--- src/rtl/traffic_pkg.sv ---
// Shared types and lamp encodings for the traffic light controller.
package traffic_pkg;

    localparam int unsigned PHASE_W = 2;
    localparam int unsigned LAMP_W  = 3;

    typedef enum logic [PHASE_W-1:0] {
        RED       = 2'd0,
        RED_AMBER = 2'd1,
        GREEN     = 2'd2,
        AMBER     = 2'd3
    } phase_t;

    // Lamp patterns ordered {red, amber, green}
    localparam logic [LAMP_W-1:0] LAMP_RED   = 3'b100;
    localparam logic [LAMP_W-1:0] LAMP_RA    = 3'b110;
    localparam logic [LAMP_W-1:0] LAMP_GREEN = 3'b001;
    localparam logic [LAMP_W-1:0] LAMP_AMBER = 3'b010;

    // Lamp pattern shown while in a given phase
    function automatic logic [LAMP_W-1:0] lamp_of(input phase_t p);
        logic [LAMP_W-1:0] l;
        l = LAMP_RED;
        case (p)
            RED:       l = LAMP_RED;
            RED_AMBER: l = LAMP_RA;
            GREEN:     l = LAMP_GREEN;
            AMBER:     l = LAMP_AMBER;
            default:   l = LAMP_RED;
        endcase
        return l;
    endfunction

endpackage

--- src/rtl/traffic_ctrl_phase_timer.sv ---
// Phase timer: counts enabled cycles in the current phase, flags the last one.
module phase_timer #(
    parameter int unsigned CNT_W = 4
) (
    input  logic             clk,
    input  logic             rst_n,
    input  logic             en,
    input  logic             clr,
    input  logic [CNT_W-1:0] dur,
    output logic [CNT_W-1:0] cnt,
    output logic             done_c
);

    // Counter: synchronous clear has priority over counting
    always_ff @(posedge clk or negedge rst_n) begin
        if (!rst_n) begin
            cnt <= '0;
        end else if (clr) begin
            cnt <= '0;
        end else if (en) begin
            cnt <= cnt + CNT_W'(1);
        end
    end

    // Last cycle of the phase
    assign done_c = (cnt == (dur - CNT_W'(1)));

endmodule

--- src/rtl/traffic_ctrl.sv ---
// Single-junction traffic light controller with programmable phase lengths.
// Optional pedestrian channel compiled in with TRAFFIC_PED_EN.
module traffic_ctrl #(
    parameter int unsigned CNT_W     = 4,
    parameter int unsigned RED_CYC   = 4,
    parameter int unsigned RA_CYC    = 2,
    parameter int unsigned GREEN_CYC = 6,
    parameter int unsigned AMBER_CYC = 2,
    parameter int unsigned MIN_GREEN = 2
) (
    input  logic       clk,
    input  logic       rst_n,
    input  logic       enable,
    input  logic       ped_req,
    output logic       ped_ack,
    output logic       walk,
    output logic       red,
    output logic       amber,
    output logic       green,
    output logic [1:0] phase
);
    import traffic_pkg::*;

    localparam int unsigned DUR_MAX = (1 << CNT_W) - 1;
    localparam bit PARAM_OK =
        (RED_CYC   >= 1) && (RED_CYC   <= DUR_MAX) &&
        (RA_CYC    >= 1) && (RA_CYC    <= DUR_MAX) &&
        (GREEN_CYC >= 1) && (GREEN_CYC <= DUR_MAX) &&
        (AMBER_CYC >= 1) && (AMBER_CYC <= DUR_MAX) &&
        (MIN_GREEN >= 1) && (MIN_GREEN <= GREEN_CYC);

    // Reject illegal duration settings at elaboration
    if (!PARAM_OK) begin : g_param_err
        $error("traffic_ctrl: illegal phase duration parameters");
    end

    phase_t           state_q, state_d;
    logic [CNT_W-1:0] cnt;
    logic [CNT_W-1:0] dur;
    logic             done_c;
    logic             early_c;
    logic             adv_c;

    // Duration of the current phase
    always_comb begin
        dur = '0;
        case (state_q)
            RED:       dur = CNT_W'(RED_CYC);
            RED_AMBER: dur = CNT_W'(RA_CYC);
            GREEN:     dur = CNT_W'(GREEN_CYC);
            AMBER:     dur = CNT_W'(AMBER_CYC);
            default:   dur = CNT_W'(RED_CYC);
        endcase
    end

    phase_timer #(.CNT_W(CNT_W)) u_timer (
        .clk    (clk),
        .rst_n  (rst_n),
        .en     (enable),
        .clr    (adv_c),
        .dur    (dur),
        .cnt    (cnt),
        .done_c (done_c)
    );

    // State register
    always_ff @(posedge clk or negedge rst_n) begin
        if (!rst_n) begin
            state_q <= RED;
        end else begin
            state_q <= state_d;
        end
    end

    // Next state: advance cyclically at phase end or on early green cut
    always_comb begin
        state_d = state_q;
        adv_c   = enable && (done_c || early_c);
        if (adv_c) begin
            case (state_q)
                RED:       state_d = RED_AMBER;
                RED_AMBER: state_d = GREEN;
                GREEN:     state_d = AMBER;
                AMBER:     state_d = RED;
                default:   state_d = RED;
            endcase
        end
    end

    // Lamp registers track the state register
    always_ff @(posedge clk or negedge rst_n) begin
        if (!rst_n) begin
            {red, amber, green} <= LAMP_RED;
        end else begin
            {red, amber, green} <= lamp_of(state_d);
        end
    end

    assign phase = state_q;

`ifdef TRAFFIC_PED_EN
    logic pend_q;
    logic walk_q;
    logic ack_q;
    logic enter_red_c;

    assign enter_red_c = adv_c && (state_q == AMBER);
    assign early_c     = (state_q == GREEN) && pend_q &&
                         (cnt >= CNT_W'(MIN_GREEN - 1));

    // Pending request, walk lamp and acknowledge pulse; a new request beats the clear
    always_ff @(posedge clk or negedge rst_n) begin
        if (!rst_n) begin
            pend_q <= 1'b0;
            walk_q <= 1'b0;
            ack_q  <= 1'b0;
        end else begin
            pend_q <= ped_req || (pend_q && !enter_red_c);
            ack_q  <= enter_red_c && pend_q;
            if (enter_red_c) begin
                walk_q <= pend_q;
            end else if (adv_c && (state_q == RED)) begin
                walk_q <= 1'b0;
            end
        end
    end

    assign walk    = walk_q;
    assign ped_ack = ack_q;
`else
    logic unused_ped;

    assign unused_ped = ^{ped_req, cnt};
    assign early_c    = 1'b0;
    assign walk       = 1'b0;
    assign ped_ack    = 1'b0;
`endif

endmodule

--- config.mk ---
export PLATFORM = sky130hd
export DESIGN_NAME = traffic_ctrl
export DESIGN_NICKNAME = d
export VERILOG_FILES = /design/src/rtl/traffic_pkg.sv /design/src/rtl/traffic_ctrl_phase_timer.sv /design/src/rtl/traffic_ctrl.sv
export SDC_FILE = /design/constraint.sdc
export NUM_CORES = 1
export LEC_CHECK = 0
export CAP_MARGIN = 20
export CORE_AREA = 2 2 39 41
export DETAILED_ROUTE_END_ITERATION = 8
export DIE_AREA = 0 0 41 43
export HOLD_SLACK_MARGIN = 0.05
export PLACE_DENSITY = 0.69
export SLEW_MARGIN = 5
export SYNTH_ARGS = -nofsm -noshare
export SYNTH_HDL_FRONTEND = slang
export SYNTH_SLANG_ARGS = --single-unit
--- constraint.sdc ---
create_clock -name clk -period 2.56 [get_ports clk]
set_input_delay 0.512 -clock clk [delete_from_list [all_inputs] [get_ports clk]]
set_output_delay 0.512 -clock clk [all_outputs]
set_load 0.01 [all_outputs]
==> impl_metrics.toml, run 1 <==
[run_status]
status = "completed"

[sta]
period_share = 0.709
fin_crit_ns = 1.82
rsz0062_at_grt = "no"
finalSetupTns_ns = 0
hold_viol = 0
final_max_slew_viol_count = 0
fin_skew_ns = 0.00408
fmax_mhz = 551
finalSetupViolCount = 0

[global_route]
grt_pass1_vias = 304
grt_remaining_overflow = 0
antenna_found_initial = 0
track_usage = 0.109
grt_start_max_net_pins = 10
grt_pass1_wl_um = 1210

[floorplanning]
std_cell_rows = 14
die_h_um = 43
core_mm2 = 0.00138
start_util = 0.354
boundaryPins = 11
die_w_um = 41
die_area_mm2 = 0.00176

[clock_network]
numCtsBuffers = 3
cts_resized = 0
clockRootBuffer = "clkbuf_4"
cts_num_sinks = 9
clk_pin_slew_ns = 0.06
clock_path_buffers = 2
postCtsSetupBuffers = 0
cts_tree = "done"
clk_latency_ns = 0.25
hold_buffers = 0
htreeDepth = 1

[logic_synthesis]
syn-cell-area_um2 = 489
syn-mean-instance-area_um2 = 11.6
yosysWarnings = 0
ys_seq_area_frac = 0.463
ys_ff_latch = 9
synth_cells = 42
yosysUniqueCellTypes = 20

[finish]
layout_common_cells = "dfrtp_1, clkdlybuf4s50_1, nand2_1, mux2i_1, ha_1"
layout.area.seq_um2 = 226
multi_input_area_um2 = 240
drive_gt1_frac = 0.151
final_util = 0.435
finalNetCount = 62
diodes = 0
syn_to_final_growth_pct = 23.0
mostFrequentLayoutCell = "dfrtp_1"
nFillCells = 128

[worst_setup_path]
path_max_fanout = 7
rr_startpoint = "phase[1]$_DFF_PN0_"
critPathCaptureType = "flip-flop"
ff2ff_path_depth = 6
start_kind = "flip-flop"
cp_data_required_time_ns = 2.73
reg2reg_slack_ns = 0.74
crit_arrival_ns = 1.99
critPathKind = "flip-flop to flip-flop"
r2r_end = "green$_DFF_PN0_"

[worst_hold_path]
holdCritStartpoint = "u_timer.cnt[0]$_DFFE_PN0P_"
hold_path_class = "flip-flop to flip-flop"
hold_end = "u_timer.cnt[0]$_DFFE_PN0P_"
whs_path_depth = 1

[route]
final_antenna_net_count = 0
drt_iter0_drc = 6
firstDrtPassIters = 4
vias_per_cell = 4.64
via_count = 320
wl_um = 731
route.detailed.drc = 0
avgRoutedWirePerCell_um = 10.6

[placement]
numPortBuffers = 7
dp_hpwl_um = 580
place_congestion = 0.679

[power_and_ir_drop]
p_per_area_mw_per_mm2 = 1280
peakVddDrop_mv = 0.579
power.leakage_uw = 0.000264

[job]
drv_cap = 0
## worst max-delay path, stage by stage, from the launching register on
cell	delay [ns]
dfrtp_1	0.45
inv_1	0.08
ha_1	0.23
xor2_1	0.22
nor4_4	0.37
buf_4	0.21
mux2i_1	0.19
## power by group
part           internal [uW]  switching, uW
combinational            193            186
clock                   59.9           47.7
sequential               218           63.0
total                    471            297
## cells by family after synthesis
kind of cell | count (synthesis) | synth area share
simple gates | 10 | 0.128
compound gates | 4 | 0.0563
other cells | 1 | 0.00767
buf+inv | 5 | 0.0537
xor+xnor | 3 | 0.0537
fa+ha+maj | 4 | 0.102
flops | 9 | 0.463
mux | 6 | 0.136
## worst max path at each step
stage	end	cells past startpoint	slack, ns	start
6_report	green$_DFF_PN0_	6	0.74	phase[1]$_DFF_PN0_
4_1_cts	green$_DFF_PN0_	6	0.72	phase[1]$_DFF_PN0_
3_3_place_gp	green$_DFF_PN0_	5	0.49	enable
5_1_grt	green$_DFF_PN0_	6	0.60	phase[1]$_DFF_PN0_
3_5_place_dp	green$_DFF_PN0_	5	0.48	enable
2_1_floorplan	phase[1]$_DFF_PN0_	5	0.72	phase[1]$_DFF_PN0_
## cell type report
cell class / instances / share of cell area
clock buffer: 4 / 0.0437
inverter: 3 / 0.0187
multi-input combinational: 29 / 0.399
sequential: 9 / 0.376
tap: 16 / 0.0333
timing repair buffer: 8 / 0.129
## through the flow
step                      hold slack [ns]  cells  setup slack [ns]  cell area [um2]  total power, uW
final                               0.518     69             0.745              602              768
after global routing                0.543     69             0.601              602              846
after CTS                           0.526     69             0.716              602              781
after detailed placement            0.517     65             0.485              576              670
after floorplan                     0.216     43             0.717              493              535
after global placement              0.510     65             0.492              576              656
## Yosys cell counts
| library cell | n | share of area |
|---|---|---|
| a21oi_1 | 1 | 0.010 |
| buf_4 | 2 | 0.031 |
| conb_1 | 1 | 0.0077 |
| dfrtp_1 | 8 | 0.41 |
| dfstp_2 | 1 | 0.054 |
| ha_1 | 4 | 0.10 |
| inv_1 | 3 | 0.023 |
| mux2_2 | 1 | 0.023 |
| mux2_4 | 1 | 0.031 |
| mux2i_1 | 4 | 0.082 |
| nand2_1 | 5 | 0.038 |
| nand2b_1 | 1 | 0.013 |
| nand4_1 | 1 | 0.013 |
| nor2_1 | 1 | 0.0077 |
| nor4_1 | 1 | 0.013 |
| nor4_4 | 1 | 0.043 |
| o22ai_1 | 1 | 0.013 |
| o311ai_0 | 1 | 0.018 |
| o31ai_1 | 1 | 0.015 |
| xor2_1 | 3 | 0.054 |
## metal layers
metal,GRT usage,share of wire,vias to the layer above
met5,0,0,-
met4,0.0800,0,0
met3,0.0471,0.048,0
met2,0.153,0.51,4
met1,0.123,0.44,154
li1,-,-,162
## state kept, by name, indices dropped and copies added, names as in the netlist
name	cells
green	1
u_timer.cnt	4
phase	2
amber	1
red	1
Power figures use the tool's default switching activity.
==> inputs of run 2 (changes only) <==
--- a/config.mk
+++ b/config.mk
@@ -10,7 +10,7 @@
 export DETAILED_ROUTE_END_ITERATION = 8
 export DIE_AREA = 0 0 41 43
 export HOLD_SLACK_MARGIN = 0.05
-export PLACE_DENSITY = 0.69
+export PLACE_DENSITY = 0.72
 export SLEW_MARGIN = 5
 export SYNTH_ARGS = -nofsm -noshare
 export SYNTH_HDL_FRONTEND = slang
==> constraint.sdc (replaced) <==
create_clock -name clk -period 1.5 [get_ports clk]
set_input_delay 0.3 -clock clk [delete_from_list [all_inputs] [get_ports clk]]
set_output_delay 0.3 -clock clk [all_outputs]
set_load 0.01 [all_outputs]
==> run 2 against run 1 <==
  * The flow now finishes with violations (negative setup slack)
  * Register-to-register slack worse by 0.79 ns
  * First-iteration DRC count shrank 83%
  * Final cell count rose by 16%
  * Die area is the same
  * Largest power group unchanged
  * Sequential share of layout area decreased by 6.5 points
  * Clock skew down 0.0014 ns
  * Highest routed layer is now met4
==> impl_metrics.toml, run 2 (synthesized netlist as in run 1, its figures left out) <==
[global_route]
track_usage = 0.138
antenna_found_initial = 0
grt_remaining_overflow = 0
grt_pass1_vias = 401
grt_pass1_wl_um = 1610
grt_start_max_net_pins = 10

[worst_setup_path]
reg2reg_slack_ns = -0.04
r2r_end = "red$_DFF_PN1_"
start_kind = "flip-flop"
critPathCaptureType = "flip-flop"
rr_startpoint = "phase[1]$_DFF_PN0_"
crit_arrival_ns = 1.73
crit_buf_inv = 1
crit_family = "flip-flops"
crit_path_top_delay_cell = "dfrtp_2"
ff2ff_path_depth = 5
cp_data_required_time_ns = 1.69
path_max_fanout = 4
path_cells = "ha_4 -> xor2_2 -> nor4_4 -> buf_4 -> mux2i_1"
critPathKind = "flip-flop to flip-flop"
slowest_delay_ns = 0.44

[floorplanning]
die_w_um = 41
die_area_mm2 = 0.00176
core_mm2 = 0.00138
std_cell_rows = 14
die_h_um = 43
start_util = 0.354
boundaryPins = 11

[route]
dr_wl_met3_um = 36
final_antenna_net_count = 0
via_count = 377
wl_um = 958
top_layer_used = "met4"
route.detailed.drc = 0
wl_met2_um = 554
avgRoutedWirePerCell_um = 12.0
wl_met1_um = 349
vias_per_cell = 4.71
drt_iter0_drc = 1
firstDrtPassIters = 2

[sta]
fmax_mhz = 648
fin_skew_ns = 0.00273
fin_crit_ns = 1.54
rsz0062_at_grt = "yes"
period_share = 1.03
final_max_slew_viol_count = 0
finalSetupViolCount = 5
setup_ws_ns = -0.0427
hold_viol = 0

[finish]
final_util = 0.529
layout_common_cells = "buf_4, dfrtp_1, nand2_1, mux2i_1, clkdlybuf4s50_1"
mostFrequentLayoutCell = "buf_4"
finalNetCount = 73
syn_to_final_growth_pct = 49.6
drive_gt1_frac = 0.422
largest_register_ff_count = 4
nFillCells = 133
top_register = "u_timer.cnt"
diodes = 0

[clock_network]
cts_num_sinks = 9
cts_tree = "done"
clk_latency_ns = 0.26
clock_path_buffers = 2
htreeDepth = 1
clockRootBuffer = "clkbuf_4"
clk_pin_slew_ns = 0.06
numCtsBuffers = 3

[run_status]
violations = "negative setup slack"
status = "finished with violations"

[placement]
dp_hpwl_um = 688
numPortBuffers = 7
place_congestion = 0.680
pre_cts_slack_ns = -0.268

[worst_hold_path]
hold_path_class = "input pin to asynchronous set/reset pin"

[power_and_ir_drop]
p_per_area_mw_per_mm2 = 2230
finalPower_uw = 1640
power.leakage_uw = 0.000325
peakVddDrop_mv = 0.986

[job]
drv_cap = 0
-- run 2: changes by cell type in the layout (fill, tap and decap cells not counted), sizes merged --
cell / change
clkdlybuf4s50: -3
dlygate4sd2: +3
buf: +11
-- run 2: power by group --
part	switching (uW)	leakage [uW]	internal [uW]
sequential	109	0.000106	376
clock	82.0	0.0000150	102
combinational	433	0.000204	533
-- run 2: repair_timing --
item | 4_1_cts | 5_1_grt
pin swaps | 1 | 1
setup buffers | 1 | 1
endpoints found under the setup margin | 9 | 6
gates resized for setup | 6 | 3
hold buffers | 0 | 0
-- run 2: routing by layer --
layer  up-vias  GRT usage
met5         -          0
met4         0     0.0800
met3         2     0.0262
met2         8      0.219
met1       183      0.163
li1        184          -
-- run 2: worst max path at each step --
stage,cells past startpoint,endpoint,from
6_report,5,red$_DFF_PN1_,phase[1]$_DFF_PN0_
5_1_grt,6,red$_DFF_PN1_,phase[0]$_DFF_PN0_
4_1_cts,5,red$_DFF_PN1_,phase[1]$_DFF_PN0_
3_5_place_dp,5,red$_DFF_PN1_,enable
3_3_place_gp,5,green$_DFF_PN0_,enable
2_1_floorplan,5,phase[1]$_DFF_PN0_,phase[1]$_DFF_PN0_
-- run 2: through the flow --
stage	hold WS, ns	cell area, um2	setup TNS, ns	std cells
final	0.333	732	-0.122	80
after global routing	0.379	732	-0.530	80
after CTS	0.348	714	-0.280	79
after detailed placement	0.541	664	-1.40	74
after global placement	0.533	664	-1.28	74
after floorplan	0.00441	514	-0.376	43
-- run 2: area by class of cell --
| cell class | count | area, um2 | share of cell area |
|---|---|---|---|
| Clock buffer | 4 | 26.3 | 0.0359 |
| Inverter | 3 | 11.3 | 0.0154 |
| Multi-Input combinational cell | 29 | 287 | 0.391 |
| Sequential cell | 9 | 228 | 0.311 |
| Tap cell | 16 | 20.0 | 0.0274 |
| Timing Repair Buffer | 19 | 160 | 0.219 |
==> inputs of run 3 (changes only) <==
--- a/config.mk
+++ b/config.mk
@@ -7,6 +7,7 @@
 export LEC_CHECK = 0
 export CAP_MARGIN = 20
 export CORE_AREA = 2 2 39 41
+export CTS_BUF_LIST = sky130_fd_sc_hd__clkbuf_2
 export DETAILED_ROUTE_END_ITERATION = 8
 export DIE_AREA = 0 0 41 43
 export HOLD_SLACK_MARGIN = 0.05
==> run 3 against run 2 <==
  * Setup slack got worse by 0.0050 ns
  * Die area did not move
  * Core utilization fell by 0.45 points
  * Worst hold slack improved by 0.011 ns
  * The run still ends with negative setup slack left
  * Routed wire length rose by 3.1%
  * Via count fell by 0.80%
  * Count of clock-buffer cells in the layout did not move
  * Sequential power barely moved
  * Register-to-register slack barely moved
  * Combinational power rose by 0.8%
  * Sequential share of layout area rose by 0.27 points
==> impl_metrics.toml, run 3 (synthesized netlist as in run 1, its figures left out) <==
[run_status]
status = "finished with violations"
violations = "negative setup slack"

[sta]
rsz0062_at_grt = "yes"
hold_viol = 0
whs_ns = 0.343
final_max_slew_viol_count = 0
fin_crit_ns = 1.55
fmax_mhz = 646
finalSetupViolCount = 5
fin_skew_ns = 0.00416
period_share = 1.03
setup_ws_ns = -0.0477

[global_route]
grt-busiest-layer = "met2"
track_usage = 0.143
use_met2 = 0.228
grt_pass1_vias = 398
grt_start_max_net_pins = 10
grtUsageMet1 = 0.159
grt_pass1_wl_um = 1640
antenna_found_initial = 0
grt_remaining_overflow = 0
grt_use_met3 = 0.0262

[finish]
syn_to_final_growth_pct = 48.3
layout_common_cells = "buf_4, dfrtp_1, nand2_1"
diodes = 0
stdcell_area_um2 = 726
finalNetCount = 73
final_util = 0.524
largest_register_ff_count = 4
top_register = "u_timer.cnt"
drive_gt1_frac = 0.438
mostFrequentLayoutCell = "buf_4"

[power_and_ir_drop]
peakVddDrop_mv = 0.988
power.leakage_uw = 0.000326
finalPower_uw = 1610
p_per_area_mw_per_mm2 = 2220

[placement]
numPortBuffers = 7
dpl-instance-area_um2 = 664
dp_hpwl_um = 688
place_congestion = 0.680

[route]
avgRoutedWirePerCell_um = 12.4
vias_per_cell = 4.68
firstDrtPassIters = 2
route.detailed.drc = 0
drt_iter0_drc = 1
final_antenna_net_count = 0
wl_um = 988
via_count = 374

[worst_setup_path]
crit_buf_inv = 1
path_max_fanout = 4
crit_arrival_ns = 1.71
crit_family = "flip-flops"
critPathKind = "flip-flop to flip-flop"
slowest_delay_ns = 0.45
crit_path_top_delay_cell = "dfrtp_2"
critPathCaptureType = "flip-flop"
path_cells = "ha_4 -> xor2_2 -> nor4_4 -> buf_4 -> mux2i_1"
cp_data_required_time_ns = 1.66
start_kind = "flip-flop"

[floorplanning]
die_h_um = 43
start_util = 0.354
core_mm2 = 0.00138
boundaryPins = 11
die_area_mm2 = 0.00176
die_w_um = 41
std_cell_rows = 14

[job]
drv_cap = 0

[clock_network]
htreeDepth = 1
clockRootBuffer = "clkbuf_2"
clk_pin_slew_ns = 0.09
numCtsBuffers = 3
clock_path_buffers = 2
cts_num_sinks = 9
clk_latency_ns = 0.24
cts_tree = "done"

[worst_hold_path]
hold_path_class = "input pin to asynchronous set/reset pin"
## run 3: changes by cell type in the layout (fill, tap and decap cells not counted)
cell and delta:
clkbuf_2 +4, clkbuf_1 -1, clkbuf_4 -3
## run 3: worst paths after layout
| kind | slack, ns | depth (start not counted) | start | end |
|---|---|---|---|---|
| min in group clk | 0.57 | 2 | u_timer.cnt[0]$_DFFE_PN0P_ | u_timer.cnt[0]$_DFFE_PN0P_ |
| hold reg to reg | 0.57 | 2 | u_timer.cnt[0]$_DFFE_PN0P_ | u_timer.cnt[0]$_DFFE_PN0P_ |
| setup reg to reg | -0.05 | 5 | phase[1]$_DFF_PN0_ | amber$_DFF_PN0_ |
| hold / removal | 0.34 | 1 | rst_n | u_timer.cnt[2]$_DFFE_PN0P_ |
| max in group asynchronous | 0.84 | 1 | rst_n | red$_DFF_PN1_ |
| setup / recovery | -0.05 | 5 | phase[1]$_DFF_PN0_ | amber$_DFF_PN0_ |
## run 3: power breakdown
part | switching [uW] | total (uW) | internal, uW | leakage [uW]
clock network | 82.2 | 153 | 70.9 | 0.0000166
logic | 440 | 974 | 534 | 0.000204
registers | 108 | 483 | 375 | 0.000106
total | 630 | 1610 | 980 | 0.000326
## run 3: worst register-to-register path: stages, from the launching register on
cell and delay [ns]:
dfrtp_2 0.45, ha_4 0.18, xor2_2 0.15, nor4_4 0.30, buf_4 0.21, mux2i_1 0.19
## run 3: cell type report
class	instances	area, um2
sequential	9	228
timing repair buffer	19	160
inverter	3	11.3
multi-input combinational	29	287
fill	135	658
clock buffer	4	20.0
tap	16	20.0
## run 3: per-stage QoR
stage	setup TNS, ns	setup slack [ns]	instances
floorplan	-0.376	-0.203	43
detailed placement	-1.40	-0.268	74
global placement	-1.28	-0.253	74
global route	-0.621	-0.138	80
finish	-0.152	-0.0477	80
CTS	-0.310	-0.0765	79
## run 3: per-layer routing
metal	vias to the layer above	routed length [um]
met5	-	0
met1	183	355
met4	0	4
li1	183	-
met3	2	42
met2	6	586
## run 3: what timing repair did
item	4_1_cts	5_1_grt
endpoints found under the setup margin	9	6
resized for setup	6	3
cloned	0	0
hold buffers	0	0
pin swaps	1	0
buffers inserted	1	1
